<file path="src/rtl/sl_pkg.sv">
// Shared definitions for the SL receiver-channel controller: register map,
// receiver config/status bit positions, controller STATUS layout and FSM states.
package sl_pkg;

  localparam logic [3:0] ADDR_CONFIG  = 4'b0001;
  localparam logic [3:0] ADDR_DATA_WR = 4'b0010;
  localparam logic [3:0] ADDR_DATA_R  = 4'b0100;
  localparam logic [3:0] ADDR_STATUS  = 4'b1000;

  localparam int CFG_PCE  = 0;
  localparam int CFG_BQL  = 1;
  localparam int CFG_BQH  = 6;
  localparam int CFG_MODE = 7;
  localparam int CFG_IRQM = 8;

  localparam int ST_WLC = 0;
  localparam int ST_WRP = 1;
  localparam int ST_WRF = 3;
  localparam int ST_PEF = 4;
  localparam int ST_LEF = 5;

  localparam int STS_CNTL  = 0;
  localparam int STS_CNTH  = 3;
  localparam int STS_EMPTY = 4;
  localparam int STS_FULL  = 5;
  localparam int STS_OVF   = 6;
  localparam int STS_BUSY  = 7;
  localparam int STS_FAIL  = 8;
  localparam int STS_REJ   = 9;
  localparam int STS_WRP   = 10;
  localparam int STS_ERRL  = 16;
  localparam int STS_ERRH  = 23;

  localparam logic [5:0] BQ_MIN = 6'd9;
  localparam logic [5:0] BQ_MAX = 6'd32;

  typedef enum logic [1:0] {
    CFG_IDLE = 2'd0,
    CFG_PUSH = 2'd1,
    CFG_DONE = 2'd2
  } cfg_state_t;

  // A config is only offered to the receiver when its bit-quantity field is legal.
  function automatic logic bq_valid(input logic [15:0] cfg);
    logic [5:0] bq;
    bq = cfg[CFG_BQH:CFG_BQL];
    return (bq >= BQ_MIN) && (bq <= BQ_MAX);
  endfunction

endpackage

</file>
<file path="src/rtl/sl_rx_fifo.sv">
// Small synchronous FIFO for captured SL words; pointers wrap modulo DEPTH,
// so non-power-of-two depths use every slot.
module sl_rx_fifo #(
  parameter int WIDTH = 32,
  parameter int DEPTH = 4,
  parameter int CW    = $clog2(DEPTH + 1)
) (
  input  logic             clk,
  input  logic             rst_n,
  input  logic             push,
  input  logic             pop,
  input  logic [WIDTH-1:0] wdata,
  output logic [WIDTH-1:0] head,
  output logic             full,
  output logic             empty,
  output logic [CW-1:0]    count
);

  localparam int PW = (DEPTH > 1) ? $clog2(DEPTH) : 1;
  localparam logic [PW-1:0] LAST = PW'(DEPTH - 1);

  logic [WIDTH-1:0] mem [DEPTH];
  logic [PW-1:0]    wr_ptr;
  logic [PW-1:0]    rd_ptr;
  logic             do_push;
  logic             do_pop;

  function automatic logic [PW-1:0] ptr_inc(input logic [PW-1:0] p);
    if (p == LAST) return {PW{1'b0}};
    else return p + PW'(1);
  endfunction

  assign full    = (count == CW'(DEPTH));
  assign empty   = (count == {CW{1'b0}});
  assign do_pop  = pop && !empty;
  assign do_push = push && (!full || do_pop);
  assign head    = mem[rd_ptr];

  // Storage array; contents are don't-care until written.
  always_ff @(posedge clk) begin
    if (do_push) mem[wr_ptr] <= wdata;
  end

  // Pointer and occupancy tracking.
  always_ff @(posedge clk or negedge rst_n) begin
    if (!rst_n) begin
      wr_ptr <= {PW{1'b0}};
      rd_ptr <= {PW{1'b0}};
      count  <= {CW{1'b0}};
    end else begin
      if (do_push) wr_ptr <= ptr_inc(wr_ptr);
      if (do_pop)  rd_ptr <= ptr_inc(rd_ptr);
      case ({do_push, do_pop})
        2'b10:   count <= count + CW'(1);
        2'b01:   count <= count - CW'(1);
        default: count <= count;
      endcase
    end
  end

endmodule

</file>
<file path="src/rtl/sl_rx_ctrl.sv">
// Host-side controller for one SL receiver channel: config push/retry FSM,
// captured-word FIFO, error counting, register port and interrupt.
module sl_rx_ctrl
  import sl_pkg::*;
#(
  parameter int FIFO_DEPTH = 4,
  parameter int RETRY_MAX  = 1023
) (
  input  logic        clk,
  input  logic        rst_n,
  input  logic [3:0]  addr,
  input  logic        wr_en,
  input  logic        rd_en,
  input  logic [31:0] wdata,
  output logic [31:0] rdata,
  output logic        ready,
  output logic        irq,
  input  logic [15:0] rx_status_w,
  input  logic [31:0] rx_data_w,
  input  logic [15:0] rx_config_w,
  output logic [15:0] rx_wr_config_w,
  output logic        rx_wr_enable
);

  localparam int RW = $clog2(RETRY_MAX + 1);
  localparam int CW = $clog2(FIFO_DEPTH + 1);

  cfg_state_t    state;
  cfg_state_t    state_nxt;
  logic [15:0]   pend_cfg;
  logic [RW-1:0] retry_cnt;
  logic          cfg_busy;
  logic          cfg_match;
  logic          retry_hit;
  logic          cfg_accept;
  logic          cfg_reject;
  logic          cfg_timeout;
  logic          wr_cfg;
  logic          rd_dat;
  logic          rd_sts;

  logic          cfg_fail;
  logic          cfg_rej;
  logic          ovf;
  logic [7:0]    err_cnt;
  logic [7:0]    err_base;
  logic [8:0]    err_sum;
  logic [7:0]    err_nxt;
  logic [1:0]    err_inc;
  logic          wrf_q;
  logic          lef_q;
  logic          wrf_rise;
  logic          lef_rise;
  logic          word_bad;
  logic          word_ok;
  logic          word_drop;

  logic          push;
  logic          pop;
  logic [31:0]   fifo_head;
  logic          fifo_full;
  logic          fifo_empty;
  logic [CW-1:0] fifo_count;
  logic [3:0]    count4;
  logic [3:0]    count_nxt;
  logic          irq_nxt;
  logic [31:0]   status_word;
  logic [31:0]   rdata_nxt;
  logic          unused_bits;

  assign unused_bits = ^{wdata[31:16], rx_status_w[15:6], rx_status_w[2]};

  assign wr_cfg    = wr_en && (addr == ADDR_CONFIG);
  assign rd_dat    = rd_en && (addr == ADDR_DATA_R);
  assign rd_sts    = rd_en && (addr == ADDR_STATUS);
  assign cfg_busy  = (state != CFG_IDLE);
  assign cfg_match = (rx_config_w == pend_cfg);
  assign retry_hit = (retry_cnt == RW'(RETRY_MAX));
  assign rx_wr_config_w = pend_cfg;

  // Config sequencing: a successful latch takes priority over the retry limit.
  always_comb begin
    state_nxt   = state;
    cfg_accept  = 1'b0;
    cfg_reject  = 1'b0;
    cfg_timeout = 1'b0;
    case (state)
      CFG_IDLE: begin
        if (wr_cfg) begin
          if (bq_valid(wdata[15:0])) begin
            cfg_accept = 1'b1;
            state_nxt  = CFG_PUSH;
          end else begin
            cfg_reject = 1'b1;
            state_nxt  = CFG_IDLE;
          end
        end else begin
          state_nxt = CFG_IDLE;
        end
      end
      CFG_PUSH: begin
        if (cfg_match) begin
          state_nxt = CFG_DONE;
        end else if (retry_hit) begin
          cfg_timeout = 1'b1;
          state_nxt   = CFG_DONE;
        end else begin
          state_nxt = CFG_PUSH;
        end
      end
      CFG_DONE: state_nxt = CFG_IDLE;
      default:  state_nxt = CFG_IDLE;
    endcase
  end

  // Config FSM state, pending value, retry counter and the registered handshake outputs.
  always_ff @(posedge clk or negedge rst_n) begin
    if (!rst_n) begin
      state        <= CFG_IDLE;
      pend_cfg     <= 16'd0;
      retry_cnt    <= {RW{1'b0}};
      rx_wr_enable <= 1'b0;
      ready        <= 1'b1;
    end else begin
      state        <= state_nxt;
      rx_wr_enable <= (state_nxt == CFG_PUSH);
      ready        <= (state_nxt == CFG_IDLE);
      if (cfg_accept) pend_cfg <= wdata[15:0];
      if (state == CFG_PUSH) retry_cnt <= retry_cnt + RW'(1);
      else                   retry_cnt <= {RW{1'b0}};
    end
  end

  assign wrf_rise  = rx_status_w[ST_WRF] & ~wrf_q;
  assign lef_rise  = rx_status_w[ST_LEF] & ~lef_q;
  assign word_bad  = rx_status_w[ST_PEF] | rx_status_w[ST_WLC];
  assign word_ok   = wrf_rise & ~word_bad;
  assign pop       = rd_dat && !fifo_empty;
  assign push      = word_ok && (!fifo_full || pop);
  assign word_drop = word_ok && fifo_full && !pop;
  assign err_inc   = {1'b0, wrf_rise & word_bad} + {1'b0, lef_rise};

  // A STATUS read clears the counter, but errors arriving in that cycle still count.
  always_comb begin
    err_base = rd_sts ? 8'd0 : err_cnt;
    err_sum  = {1'b0, err_base} + {7'd0, err_inc};
    if (err_sum[8]) err_nxt = 8'hFF;
    else            err_nxt = err_sum[7:0];
  end

  // Edge detectors, sticky flags and the error counter.
  always_ff @(posedge clk or negedge rst_n) begin
    if (!rst_n) begin
      wrf_q    <= 1'b0;
      lef_q    <= 1'b0;
      cfg_fail <= 1'b0;
      cfg_rej  <= 1'b0;
      ovf      <= 1'b0;
      err_cnt  <= 8'd0;
    end else begin
      wrf_q    <= rx_status_w[ST_WRF];
      lef_q    <= rx_status_w[ST_LEF];
      cfg_fail <= cfg_timeout | (cfg_fail & ~rd_sts);
      cfg_rej  <= cfg_reject  | (cfg_rej  & ~rd_sts);
      ovf      <= word_drop   | (ovf      & ~rd_sts);
      err_cnt  <= err_nxt;
    end
  end

  sl_rx_fifo #(
    .WIDTH (32),
    .DEPTH (FIFO_DEPTH),
    .CW    (CW)
  ) u_fifo (
    .clk   (clk),
    .rst_n (rst_n),
    .push  (push),
    .pop   (pop),
    .wdata (rx_data_w),
    .head  (fifo_head),
    .full  (fifo_full),
    .empty (fifo_empty),
    .count (fifo_count)
  );

  assign count4 = 4'(fifo_count);

  // irq follows the post-update occupancy so it lines up with the registered FIFO state.
  always_comb begin
    count_nxt = count4;
    if (push && !pop)      count_nxt = count4 + 4'd1;
    else if (pop && !push) count_nxt = count4 - 4'd1;
    else                   count_nxt = count4;
    if (rx_config_w[CFG_IRQM]) irq_nxt = push;
    else                       irq_nxt = (count_nxt != 4'd0);
  end

  // Assembly of the host-visible STATUS word.
  always_comb begin
    status_word                      = 32'd0;
    status_word[STS_CNTH:STS_CNTL]   = count4;
    status_word[STS_EMPTY]           = fifo_empty;
    status_word[STS_FULL]            = fifo_full;
    status_word[STS_OVF]             = ovf;
    status_word[STS_BUSY]            = cfg_busy;
    status_word[STS_FAIL]            = cfg_fail;
    status_word[STS_REJ]             = cfg_rej;
    status_word[STS_WRP]             = rx_status_w[ST_WRP];
    status_word[STS_ERRH:STS_ERRL]   = err_cnt;
  end

  // Read-data mux; rdata holds its value between reads.
  always_comb begin
    rdata_nxt = rdata;
    if (rd_en) begin
      case (addr)
        ADDR_CONFIG:  rdata_nxt = {16'd0, rx_config_w};
        ADDR_DATA_R:  rdata_nxt = fifo_empty ? 32'd0 : fifo_head;
        ADDR_STATUS:  rdata_nxt = status_word;
        ADDR_DATA_WR: rdata_nxt = 32'd0;
        default:      rdata_nxt = 32'd0;
      endcase
    end else begin
      rdata_nxt = rdata;
    end
  end

  // Registered host-facing outputs.
  always_ff @(posedge clk or negedge rst_n) begin
    if (!rst_n) begin
      rdata <= 32'd0;
      irq   <= 1'b0;
    end else begin
      rdata <= rdata_nxt;
      irq   <= irq_nxt;
    end
  end

endmodule

</file>
<file path="config.mk">
export PLATFORM = sky130hd
export DESIGN_NAME = sl_rx_ctrl
export DESIGN_NICKNAME = d
export VERILOG_FILES = /design/src/rtl/sl_pkg.sv /design/src/rtl/sl_rx_fifo.sv /design/src/rtl/sl_rx_ctrl.sv
export SDC_FILE = /design/constraint.sdc
export NUM_CORES = 1
export LEC_CHECK = 0
export ABC_AREA = 0
export CAP_MARGIN = 5
export CORE_MARGIN = 1.5
export CORE_UTILIZATION = 57
export DETAILED_ROUTE_END_ITERATION = 12
export PLACE_DENSITY = 0.88
export SKIP_LAST_GASP = 1
export SLEW_MARGIN = 20
export SYNTH_ARGS = -nofsm -noshare
export SYNTH_HDL_FRONTEND = slang
export SYNTH_SLANG_ARGS = --single-unit
</file>
<file path="constraint.sdc">
create_clock -name clk -period 7.7 [get_ports clk]
set_input_delay 1.54 -clock clk [delete_from_list [all_inputs] [get_ports clk]]
set_output_delay 1.54 -clock clk [all_outputs]
set_load 0.01 [all_outputs]
</file>
After elaboration in Yosys (flattened, before gate mapping):

Memories as Yosys holds them, arrays and structs flattened.
Cells that the tools add are included.

* register bits after elaboration: 83
* memory bits (writable): 128
* input port bits: 104
* output and inout bits: 51
* logic and storage cells: 106
* memories: 1

Memories
* u_fifo.mem: words 4, bits a word 32, rd ports 1, clocked after Yosys merged registers in 0, wr ports 1, RTL line sl_rx_fifo.sv:22 `logic [WIDTH-1:0] mem [DEPTH];`

* add/subtract/negate cells: 9
* order comparisons: 2
* eq/ne operators: 12
* mux-type cells: 27
* bitwise gates (word level): 15
* reduce and logical (&&, ||, !) cells: 24

Operator list (number)
* $pmux W32 S3: 1
* $mux W32: 1
* $eq A16 B16 Y1: 1
* $mux W8: 2
* $mux W1: 13
* $logic_and A1 B1 Y1: 12
* $add A10 B1 Y10 const B: 1
* $eq A10 B10 Y1 const B: 1
* $mux W10: 1
* $mux W2: 5
* $add A8 B2 Y9: 1
* $mux W4: 2
* $and A1 B1 Y1: 7
* $eq A2 B1 Y1 const B: 3
* $eq A2 B2 Y1 const B: 3
* $ge A6 B4 Y1 const B: 1
* $le A6 B6 Y1 const B: 1
* $pmux W3 S2: 1
* $add A2 B1 Y2 const B: 2
* $add A3 B1 Y4 const B: 1
* $eq A4 B1 Y1 const B: 1
* $eq A4 B3 Y1 const B: 1
* $eq A4 B4 Y1 const B: 1
* $logic_not A1 Y1: 4
* 13 further kinds: 22

Logic depth before layout (Yosys ltp):

Gate-level depths: netlist (run 1).

* word-level depth: 11
* gate-level depth with buffers: 14
* gate-level depth less buffers: 13

By module:

A second synthesis (run 1) with hierarchy kept.

* cell total of the unflattened synthesis: 556
* area, all modules: 8814.7 um^2

By module, submodules not included
* sl_rx_fifo: times used 1, cells each 216, area an instance 5128.7 um^2, sequential area each 4018.9 um^2
* sl_rx_ctrl: times used 1, cells each 340, area an instance 3686.0 um^2, sequential area each 1903.1 um^2

Least setup slack after synthesis (run 1):

No wires, ideal clock.

* path type: input to register
* from: input rx_status_w[0]
* to: memory u_fifo.mem[0][0] (enable)
* setup time: 0.392 ns
* arrival: 3.243 ns
* required time: 7.308 ns
* slack: 4.065 ns
* cell stages on the path: 3
* buffers on the path: 0
* path through: or4b_2 > a21oi_4 > and2_1

* word-level cells in the longest chain between the ends: 7

RTL lines
* start, declared: RTL line sl_rx_ctrl.sv:18 `input logic [15:0] rx_status_w,`
* $or A1 B1 Y1: RTL line sl_rx_ctrl.sv:136 `assign word_bad = rx_status_w[ST_PEF] | rx_status_w[ST_WLC];`
* $not A1 Y1: RTL line sl_rx_ctrl.sv:137 `assign word_ok = wrf_rise & ~word_bad;`
* $and A1 B1 Y1: RTL line sl_rx_ctrl.sv:137
* $logic_and A1 B1 Y1: RTL line sl_rx_ctrl.sv:139 `assign push = word_ok && (!fifo_full || pop);`
* $logic_and A1 B1 Y1: RTL line sl_rx_fifo.sv:36 `assign do_push = push && (!full || do_pop);`
* $mux W1: RTL line sl_rx_fifo.sv:41 `if (do_push) mem[wr_ptr] <= wdata;`
* $mux W1 (not written as such): RTL line sl_rx_fifo.sv:41
* end, declared: RTL line sl_rx_fifo.sv:22

No other way between the ends.

Worst setup path in the final report (run 1):

* from: input addr[2]
* to: register u_fifo.count[2]

* word-level cells in the longest chain between the ends: 8
* elaborated cells between the ends (all ways): 12
* classes of those cells: eq/ne: 3; mux: 1; reduce/logical: 8

RTL lines
* start, declared: RTL line sl_rx_ctrl.sv:11 `input logic [3:0] addr,`
* $eq A4 B3 Y1 (*): RTL line sl_rx_ctrl.sv:74 `assign rd_dat = rd_en && (addr == ADDR_DATA_R);`
* $logic_and A1 B1 Y1 (*): RTL line sl_rx_ctrl.sv:74
* $logic_and A1 B1 Y1 (*): RTL line sl_rx_ctrl.sv:138 `assign pop = rd_dat && !fifo_empty;`
* $logic_or A1 B1 Y1 or $logic_and A1 B1 Y1 (tied branches): RTL line sl_rx_ctrl.sv:139, sl_rx_fifo.sv:35
* $logic_and A1 B1 Y1 or $logic_or A1 B1 Y1 (tied branches): RTL line sl_rx_ctrl.sv:139, sl_rx_fifo.sv:36
* $logic_and A1 B1 Y1: RTL line sl_rx_fifo.sv:36
* $eq A2 B1 Y1 or $eq A2 B2 Y1 (tied branches): RTL line sl_rx_fifo.sv:53 `case ({do_push, do_pop})`
* $pmux W3 S2 or $reduce_bool A2 Y1 (tied branches)
* end signal, assigned: RTL line sl_rx_fifo.sv:54 `2'b10: count <= count + CW'(1);`
* end signal, assigned: RTL line sl_rx_fifo.sv:55 `2'b01: count <= count - CW'(1);`
* end signal, assigned: RTL line sl_rx_fifo.sv:56 `default: count <= count;`
* end, declared: RTL line sl_rx_fifo.sv:16 `output logic [CW-1:0] count`

Mark *: on every way between the ends. The rest lies on a longest branch, timed or not.
A chain may end at the register's enable or synchronous reset.

==> summary.log, run 1 <==
INFO  yosys          synth_enable_flop_cells=128
INFO  global_route   global_route.peak_usage_layer=met2
INFO  timing         maxSlewHeadroom=27.65%
INFO  routing        drt_iter0_markers=422
INFO  timing         setup_violating_endpoint_count_in_the_final_report=0
INFO  placement      placed_instances=803
INFO  setup_path     worst_setup_path_endpoint=u_fifo.count[2]$_DFFE_PN0P_
INFO  run_status     outcome=finished, final reports clean
INFO  clocking       h-tree-depth=1
INFO  yosys          syn_area=0.008646mm2
INFO  setup_path     cpMostUsedCell=sky130_fd_sc_hd__xor2_1
INFO  routing        wl_per_cell=22.59um
INFO  yosys          synth_area_per_cell=17.05um2
INFO  yosys          synth-seq-area-share=68.49%
INFO  timing         setup_total_negative_slack=0ps
INFO  yosys          fraction_of_post_synthesis_cell_area_in_the_top_cell_type_by_area=44.46%
INFO  global_route   gr-usage-met3=4.800%
INFO  timing         final-hold-violation-count=0
INFO  floorplan      die-width=126.2um
INFO  power          p_leak=3.991nW
INFO  setup_path     critical_path.max_stage_delay=890ps
INFO  run            max_cap_violations=0
INFO  layout         final_core_util=72.94%
INFO  setup_path     cp.required=8100ps
INFO  layout         diodes=0
INFO  clocking       cts_buffers=21
INFO  setup_path     type_of_the_worst_setup_path=in -> reg
INFO  layout         post_layout_nets=759
INFO  yosys          synth_cells=507
INFO  clocking       ctsHoldBuffers=0
INFO  yosys          synth_cell_types=49
INFO  yosys          synth.mux.area_fraction=11.17%
INFO  yosys          post_synth_main_area_contributors=sky130_fd_sc_hd__edfxtp_1, sky130_fd_sc_hd__dfrtp_1, sky130_fd_sc_hd__mux4_2
INFO  placement      gpl.final_weighted_congestion=0.8488
INFO  layout         area_growth=24.01%
INFO  layout         final.fill_count=859
INFO  clocking       postCtsResizedCells=0
INFO  setup_path     timing.critical_path.cells=clkdlybuf4s50_1, nor4b_2, and2_1, nand2_8, clkinv_4, ha_1, inv_1, fa_1, xor2_1, nor2_1, xor2_1
INFO  global_route   grt_util_all_layers=24.35%
INFO  clocking       worstSkewPairLatency=480ps
INFO  yosys          synth_fa_ha_area_share=2.055%
INFO  layout         final_cell_count_no_fill=839
INFO  yosys          synth_top_cell_by_area=sky130_fd_sc_hd__edfxtp_1
INFO  yosys          synth-simple-area-share=5.615%
INFO  layout         final_design_area_no_fill=0.01072mm2
INFO  power          power.density_cell_area=272.5mW/mm2
INFO  routing        vias=5171
INFO  yosys          synth_seq_cells=211
INFO  clocking       clk_pin_slew=60ps
INFO  hold_path      worstHoldPathType=reg -> reg
INFO  yosys          proportion_of_synthesized_flip_flops_having_asynchronous_set_or_reset=39.34%
INFO  placement      detailed_place_hpwl=12170um
INFO  floorplan      floorplan.core_area=0.01470mm2
INFO  yosys          synthesis.nets=624
INFO  floorplan      fp-row-count=44
INFO  setup_path     reg2reg_setup_slack=4490ps
INFO  global_route   groute.layer.met1.usage=33.43%
INFO  clocking       cts_setup_buffers=0
INFO  routing        post-route-drc-count=0
INFO  floorplan      boundaryPins=155
INFO  floorplan      floorplan.die_area=0.01592mm2
INFO  routing        post_drt_via_cell_ratio=6.163
INFO  timing         tightestPinTransition=1085ps
INFO  power          ir_drop=0.2205mV
INFO  setup_path     path_depth=11
INFO  clocking       cts.root.buffer_cell=sky130_fd_sc_hd__clkbuf_16
INFO  global_route   globalRouteMet2Util=40.01%
INFO  yosys          synth_top_family_by_area=multiplexers
INFO  placement      place_area=0.01010mm2
INFO  setup_path     path_delay_family=simple AND/OR/NAND/NOR gates
INFO  clocking       numClockSinks=211
INFO  global_route   grt_antenna_before_repair=0
INFO  routing        drt-pass1-iter-count=7
INFO  timing         time_the_worst_path_needs_with_i_o_delays_and_setup=4245ps
INFO  setup_path     critical_path.startpoint_type=input pin
INFO  timing         achievable-frequency=235.6MHz
INFO  timing         timing_max_transition_violations_final=0
INFO  layout         drive_gt1_share=15.57%
INFO  yosys          ys_dominant_reg_cell=sky130_fd_sc_hd__edfxtp_1
INFO  placement      port-buffer-count=127
INFO  setup_path     worstReg2RegStart=u_fifo.count[0]$_DFFE_PN0P_
INFO  yosys          synthesized_area_fraction_occupied_by_ao_oa_aoi_and_oai_cells=7.366%
INFO  yosys          synthesized_area_fraction_occupied_by_xor_and_xnor_cells=3.343%
INFO  setup_path     worstRegToRegCells=12
INFO  setup_path     cpMaxStageDelayCell=sky130_fd_sc_hd__and2_1
INFO  floorplan      starting_utilization_of_the_core_area=58.82%
INFO  setup_path     critPathBufInv=3
INFO  setup_path     rr_endpoint=u_fifo.count[2]$_DFFE_PN0P_
INFO  timing         setup_ws=3455ps
INFO  global_route   grt_pass1_wl=29790um
INFO  placement      preCtsSetupSlack=2998ps
INFO  global_route   first_global_vias=5385
INFO  routing        number_of_nets_with_antenna_violations_after_routing=0
INFO  clocking       clock_tree.buffer_depth=3
INFO  setup_path     worst_setup_path_end_kind=register
INFO  timing         skew=7.775ps
INFO  setup_path     arrival=4650ps
INFO  global_route   grt_max_degree=84
INFO  hold_path      worstHoldStart=retry_cnt[0]$_DFF_PN0_
INFO  yosys          synth-warning-count=0
INFO  setup_path     critPathMaxFanout=25
INFO  setup_path     critPathLaunch=addr[2]
INFO  routing        drt_wl_total=18960um
INFO  floorplan      floorplan_die_height=126.2um
INFO  global_route   globalRouteOverflowTotal=0
INFO  clocking       cts_tree=done
INFO  timing         min_period_over_period=55.13%
INFO  timing         rsz0062_at_grt=false
-- synthesized netlist by cell type, types with 9 or more instances --
| library cell | count |
|---|---|
| sky130_fd_sc_hd__nand3_1 | 13 |
| sky130_fd_sc_hd__mux4_2 | 32 |
| sky130_fd_sc_hd__mux2_2 | 19 |
| sky130_fd_sc_hd__xor2_1 | 29 |
| sky130_fd_sc_hd__o2bb2ai_1 | 24 |
| sky130_fd_sc_hd__clkbuf_1 | 14 |
| sky130_fd_sc_hd__edfxtp_1 | 128 |
| sky130_fd_sc_hd__a22oi_1 | 14 |
| sky130_fd_sc_hd__ha_1 | 11 |
| sky130_fd_sc_hd__and3_1 | 9 |
| sky130_fd_sc_hd__dfrtp_1 | 82 |
| sky130_fd_sc_hd__and2_1 | 9 |
| sky130_fd_sc_hd__nor2_1 | 17 |
| sky130_fd_sc_hd__a222oi_1 | 10 |
| sky130_fd_sc_hd__nand2_1 | 12 |
-- power breakdown --
part / switching (mW) / internal [mW] / total [mW] / leakage, nW
logic: 0.315 / 0.325 / 0.639 / 1.43
registers: 0.0718 / 1.29 / 1.36 / 2.25
clock network: 0.388 / 0.531 / 0.920 / 0.305
-- layout by cell type (no fill, tap or decap), types with 3 or more instances in the layout --
| cell | synthesis | layout |
|---|---|---|
| sky130_fd_sc_hd__xor2_1 | 29 | 29 |
| sky130_fd_sc_hd__nor4_1 | 4 | 4 |
| sky130_fd_sc_hd__dfrtp_1 | 82 | 81 |
| sky130_fd_sc_hd__and3_1 | 9 | 9 |
| sky130_fd_sc_hd__clkdlybuf4s50_1 | 0 | 126 |
| sky130_fd_sc_hd__inv_1 | 8 | 8 |
| sky130_fd_sc_hd__a22o_1 | 8 | 8 |
| sky130_fd_sc_hd__nor2b_1 | 4 | 4 |
| sky130_fd_sc_hd__clkbuf_8 | 0 | 3 |
| sky130_fd_sc_hd__clkinv_2 | 0 | 4 |
| sky130_fd_sc_hd__nand3_1 | 13 | 13 |
| sky130_fd_sc_hd__buf_4 | 0 | 10 |
| sky130_fd_sc_hd__clkbuf_1 | 14 | 8 |
| sky130_fd_sc_hd__ha_1 | 11 | 11 |
| sky130_fd_sc_hd__o2bb2ai_1 | 24 | 24 |
| sky130_fd_sc_hd__a222oi_1 | 10 | 10 |
| sky130_fd_sc_hd__o21ai_0 | 7 | 7 |
| sky130_fd_sc_hd__clkbuf_16 | 0 | 21 |
| sky130_fd_sc_hd__mux4_2 | 32 | 32 |
| sky130_fd_sc_hd__a22oi_1 | 14 | 14 |
| sky130_fd_sc_hd__mux2_2 | 19 | 19 |
| sky130_fd_sc_hd__edfxtp_1 | 128 | 128 |
| sky130_fd_sc_hd__and2_1 | 9 | 9 |
| sky130_fd_sc_hd__nor2_1 | 17 | 17 |
| sky130_fd_sc_hd__nand2b_1 | 4 | 4 |
| sky130_fd_sc_hd__nand2_1 | 12 | 12 |
| sky130_fd_sc_hd__xnor2_1 | 4 | 4 |
-- logic make-up after synthesis --
logic type	Yosys count
flip-flops	211
AND/OR/NAND/NOR	84
AO/OA/AOI/OAI	77
multiplexers	54
buffers and inverters	35
XOR/XNOR	33
adder cells (fa/ha/maj)	13
-- worst register-to-register path: stages, from the launching register on --
cell and delay (ps):
sky130_fd_sc_hd__dfrtp_1 430, sky130_fd_sc_hd__inv_1 160, sky130_fd_sc_hd__ha_1 260, sky130_fd_sc_hd__nand2b_1 90, sky130_fd_sc_hd__and2_1 850, sky130_fd_sc_hd__nand2_8 110
sky130_fd_sc_hd__clkinv_4 180, sky130_fd_sc_hd__ha_1 210, sky130_fd_sc_hd__inv_1 60, sky130_fd_sc_hd__fa_1 370, sky130_fd_sc_hd__xor2_1 150, sky130_fd_sc_hd__nor2_1 110
sky130_fd_sc_hd__xor2_1 150
-- registers in the layout (all words and copies together), names as in the netlist, 2 cells and up --
register / cells
err_cnt: 8
rdata: 32
retry_cnt: 10
rx_wr_config_w: 16
state: 2
u_fifo.count: 3
u_fifo.mem: 128
u_fifo.rd_ptr: 2
u_fifo.wr_ptr: 2
-- worst min-delay path by stage --
stage	cells past startpoint	slack, ps	end
finish	1	470	retry_cnt[0]$_DFF_PN0_
global route	1	480	retry_cnt[0]$_DFF_PN0_
CTS	1	470	retry_cnt[0]$_DFF_PN0_
detailed placement	1	460	retry_cnt[0]$_DFF_PN0_
global placement	1	440	retry_cnt[0]$_DFF_PN0_
floorplan	1	430	retry_cnt[0]$_DFF_PN0_
-- area by class of cell --
| cell class | instances | area, um2 | share of cell area, % |
|---|---|---|---|
| sequential | 211 | 5923 | 55.25 |
| multi-input combinational | 261 | 2561 | 23.89 |
| timing repair buffer | 137 | 1348 | 12.57 |
| clock buffer | 32 | 596.8 | 5.567 |
| tap | 184 | 230.2 | 2.147 |
| inverter | 10 | 42.54 | 0.3968 |
| clock inverter | 4 | 20.02 | 0.1867 |
-- stage by stage --
step,hold WS (ps),power [mW]
2_1_floorplan,425.1,1.778
3_3_place_gp,443.7,1.980
3_5_place_dp,458.1,2.016
4_1_cts,469.9,2.942
5_1_grt,481.9,3.040
6_report,468.3,2.922
-- layer usage --
layer	wire length, um	up-vias
met3	1366	39
met5	0	-
met4	493	0
met2	9245	237
met1	7851	2641
li1	-	2254
Power figures use the tool's default switching activity.
==> inputs of run 2 (changes only) <==
--- a/config.mk
+++ b/config.mk
@@ -8,9 +8,9 @@
 export ABC_AREA = 0
 export CAP_MARGIN = 5
 export CORE_MARGIN = 1.5
-export CORE_UTILIZATION = 57
+export CORE_UTILIZATION = 53
 export DETAILED_ROUTE_END_ITERATION = 12
-export PLACE_DENSITY = 0.88
+export PLACE_DENSITY = 0.82
 export SKIP_LAST_GASP = 1
 export SLEW_MARGIN = 20
 export SYNTH_ARGS = -nofsm -noshare
==> constraint.sdc (replaced) <==
create_clock -name clk -period 4.07 [get_ports clk]
set_input_delay 0.814 -clock clk [delete_from_list [all_inputs] [get_ports clk]]
set_output_delay 0.814 -clock clk [all_outputs]
set_load 0.01 [all_outputs]
==> run 2 against run 1 <==
  * Worst hold slack lost 110 ps
  * Sequential share of layout area down 0.83 points
  * Critical endpoint is now err_cnt[5]$_DFF_PN0_
  * Worst setup slack worse by 2600 ps
  * Non-clock buffer count increased by 3
  * Via count barely moved
  * Core utilization decreased by 4.4 points
  * Register-to-register slack worse by 3000 ps
  * Sequential power is 99% higher
  * First-iteration DRC count fell by 2.1%
  * Total power up 96%
  * Routed wire length increased by 2.7%
  * Clock power rose by 110%
==> summary.log, run 2 (synthesis gave the netlist of run 1 again) <==
INFO  run_status     outcome=finished, final reports clean
INFO  timing         rsz0062_at_grt=false
INFO  clocking       numClockSinks=211 [unchanged]
INFO  layout         layout.cells.most_common=sky130_fd_sc_hd__edfxtp_1
INFO  placement      placed_instances=838 [+4.4%]
INFO  floorplan      starting_utilization_of_the_core_area=54.43% [-4.4 points]
INFO  timing         timing_max_transition_violations_final=0 [unchanged]
INFO  setup_path     worstReg2RegStart=u_fifo.count[0]$_DFFE_PN0P_
INFO  timing         min_period_over_period=78.19%
INFO  routing        post_drt_via_cell_ratio=5.891 [-4.4%]
INFO  timing         maxSlewHeadroom=25.43% [-2.2 points]
INFO  global_route   grt_pass1_wl=30080um [+0.95%]
INFO  routing        drt_wl_total=19480um [+2.7%]
INFO  timing         tightestPinTransition=1119ps [+33.34 ps]
INFO  timing         achievable-frequency=314.2MHz
INFO  layout         post_layout_nets=763 [+0.53%]
INFO  setup_path     type_of_the_worst_setup_path=in -> reg
INFO  run            max_cap_violations=0 [unchanged]
INFO  clocking       cts_setup_buffers=0 [unchanged]
INFO  timing         setup_ws=887.8ps [-2567 ps]
INFO  power          power.share.switching=26.74% [+0.22 points]
INFO  clocking       postCtsResizedCells=0 [unchanged]
INFO  setup_path     reg2reg_setup_slack=1510ps [-2980 ps]
INFO  layout         area_growth=25.89%
INFO  power          clockPowerShare=34.2% [+2.7 points]
INFO  routing        number_of_nets_with_antenna_violations_after_routing=0 [unchanged]
INFO  placement      gpl.final_weighted_congestion=0.8171 [-3.7%]
INFO  clocking       cts.root.buffer_cell=sky130_fd_sc_hd__clkbuf_16
INFO  clocking       ctsHoldBuffers=0 [unchanged]
INFO  clocking       worstSkewPairLatency=520ps [+40 ps]
INFO  clocking       clk_pin_slew=60ps [about the same]
INFO  floorplan      fp-row-count=46 [+4.5%]
INFO  routing        post-route-drc-count=0 [unchanged]
INFO  layout         final_design_area_no_fill=0.01088mm2 [+1.5%]
INFO  floorplan      die-width=130.7um [+3.6%]
INFO  placement      place_area=0.01016mm2 [+0.62%]
INFO  routing        drt-pass1-iter-count=5 [-2]
INFO  setup_path     rr_endpoint=u_fifo.count[2]$_DFFE_PN0P_
INFO  layout         drive_gt1_share=16.47% [+0.89 points]
INFO  power          switchingPower=1.535mW [+98%]
INFO  floorplan      floorplan.core_area=0.01589mm2 [+8.1%]
INFO  timing         setup_violating_endpoint_count_in_the_final_report=0 [unchanged]
INFO  setup_path     worstRegToRegCells=12 [unchanged]
INFO  layout         mostFrequentLayoutCells=sky130_fd_sc_hd__edfxtp_1, sky130_fd_sc_hd__clkdlybuf4s50_1, sky130_fd_sc_hd__dfrtp_1, sky130_fd_sc_hd__mux4_2, sky130_fd_sc_hd__xor2_1
INFO  setup_path     arrival=3540ps [-1110 ps]
INFO  routing        wl_per_cell=22.18um [-1.8%]
INFO  global_route   grt_max_degree=84 [unchanged]
INFO  floorplan      floorplan.die_area=0.01709mm2 [+7.4%]
INFO  global_route   grt_antenna_before_repair=0 [unchanged]
INFO  global_route   globalRouteOverflowTotal=0 [unchanged]
INFO  global_route   first_global_vias=5441 [+1.0%]
INFO  setup_path     cp.required=4420ps [-3680 ps]
INFO  timing         time_the_worst_path_needs_with_i_o_delays_and_setup=3182ps
INFO  setup_path     critPathMaxFanout=6 [-76%]
INFO  layout         final_core_util=68.52% [-4.4 points]
INFO  routing        vias=5172 [+0.019%]
INFO  global_route   grt_util_all_layers=23.60% [-0.75 points]
INFO  layout         final_cell_count_no_fill=878 [+4.6%]
INFO  placement      preCtsSetupSlack=458.3ps [-2540 ps]
INFO  power          seq_power_share=47.0% [+0.4 points]
INFO  clocking       clock_tree.buffer_depth=3 [unchanged]
INFO  floorplan      floorplan_die_height=130.7um [+3.6%]
INFO  power          power_total=5.741mW [+96%]
INFO  power          power.density_cell_area=527.4mW/mm2 [+94%]
INFO  power          internal_power=4.206mW [+96%]
INFO  placement      detailed_place_hpwl=12750um [+4.8%]
INFO  hold_path      worstHoldPathType=in -> async
INFO  setup_path     critical_path.startpoint_type=input pin
INFO  setup_path     worst_setup_path_end_kind=register
INFO  timing         setup_total_negative_slack=0ps [unchanged]
INFO  clocking       cts_tree=done
INFO  power          p_leak=4.049nW [+1.4%]
INFO  routing        drt_iter0_markers=413 [-2.1%]
INFO  placement      port-buffer-count=127 [unchanged]
INFO  layout         most_flops_register=u_fifo.mem
INFO  timing         final-hold-violation-count=0 [unchanged]
INFO  clocking       h-tree-depth=1 [unchanged]
INFO  layout         flip_flop_count_of_the_largest_register_after_layout=128 [unchanged]
INFO  layout         diodes=0 [unchanged]
INFO  timing         skew=21.15ps [+13.38 ps]
INFO  clocking       cts_buffers=22 [+4.8%]
INFO  power          pwr-share-comb=18.7% [-3.2 points]
INFO  floorplan      boundaryPins=155 [unchanged]
INFO  timing         timing.hold.ws=356.9ps [-111.5 ps]
INFO  power          ir_drop=0.4251mV [+93%]
run 2: area by class of cell:
cell class	instances	area, um2
multi-input cells	261	2561
well taps	216	270.3
fillers	1050	5001
clock inverters	12	133.9
clock buffers	28	583.1
repair buffers	140	1370
flip-flops and latches	211	5923
inverters	10	42.54
run 2: worst max-delay path by stage:
stage | start | to | slack (ps) | depth (start not counted)
floorplan | rx_status_w[0] | u_fifo.mem[0][0]$_DFFE_PP_ | 1160 | 3
global placement | addr[1] | err_cnt[5]$_DFF_PN0_ | 600 | 9
detailed placement | addr[1] | err_cnt[5]$_DFF_PN0_ | 460 | 9
CTS | addr[3] | err_cnt[5]$_DFF_PN0_ | 930 | 9
global route | addr[0] | err_cnt[5]$_DFF_PN0_ | 840 | 9
finish | addr[1] | err_cnt[5]$_DFF_PN0_ | 890 | 9
run 2: power by group through the flow:
stage	clock network [mW]	logic, mW	registers [mW]
final	1.97	1.08	2.70
after global routing	2.08	1.17	2.73
after CTS	2.00	1.08	2.71
after global placement	0	1.02	2.73
after floorplan	0	0.773	2.59
after detailed placement	0	1.07	2.74
run 2: worst max-delay path: stages:
cell	delay [ps]
sky130_fd_sc_hd__clkdlybuf4s50_1	520
sky130_fd_sc_hd__nor4b_2	570
sky130_fd_sc_hd__nand2_1	140
sky130_fd_sc_hd__and2_1	200
sky130_fd_sc_hd__fa_1	440
sky130_fd_sc_hd__ha_1	260
sky130_fd_sc_hd__and3_1	210
sky130_fd_sc_hd__nand4_1	210
sky130_fd_sc_hd__o21ai_0	180
run 2: metal layers:
metal / up-vias / GRT usage (%) / part of all wire (%)
met3: 67 / 5.375 / 7.5
met5: - / 0 / 0
li1: 2260 / - / -
met2: 225 / 37.96 / 48
met4: 0 / 10.47 / 4.5
met1: 2620 / 31.20 / 40
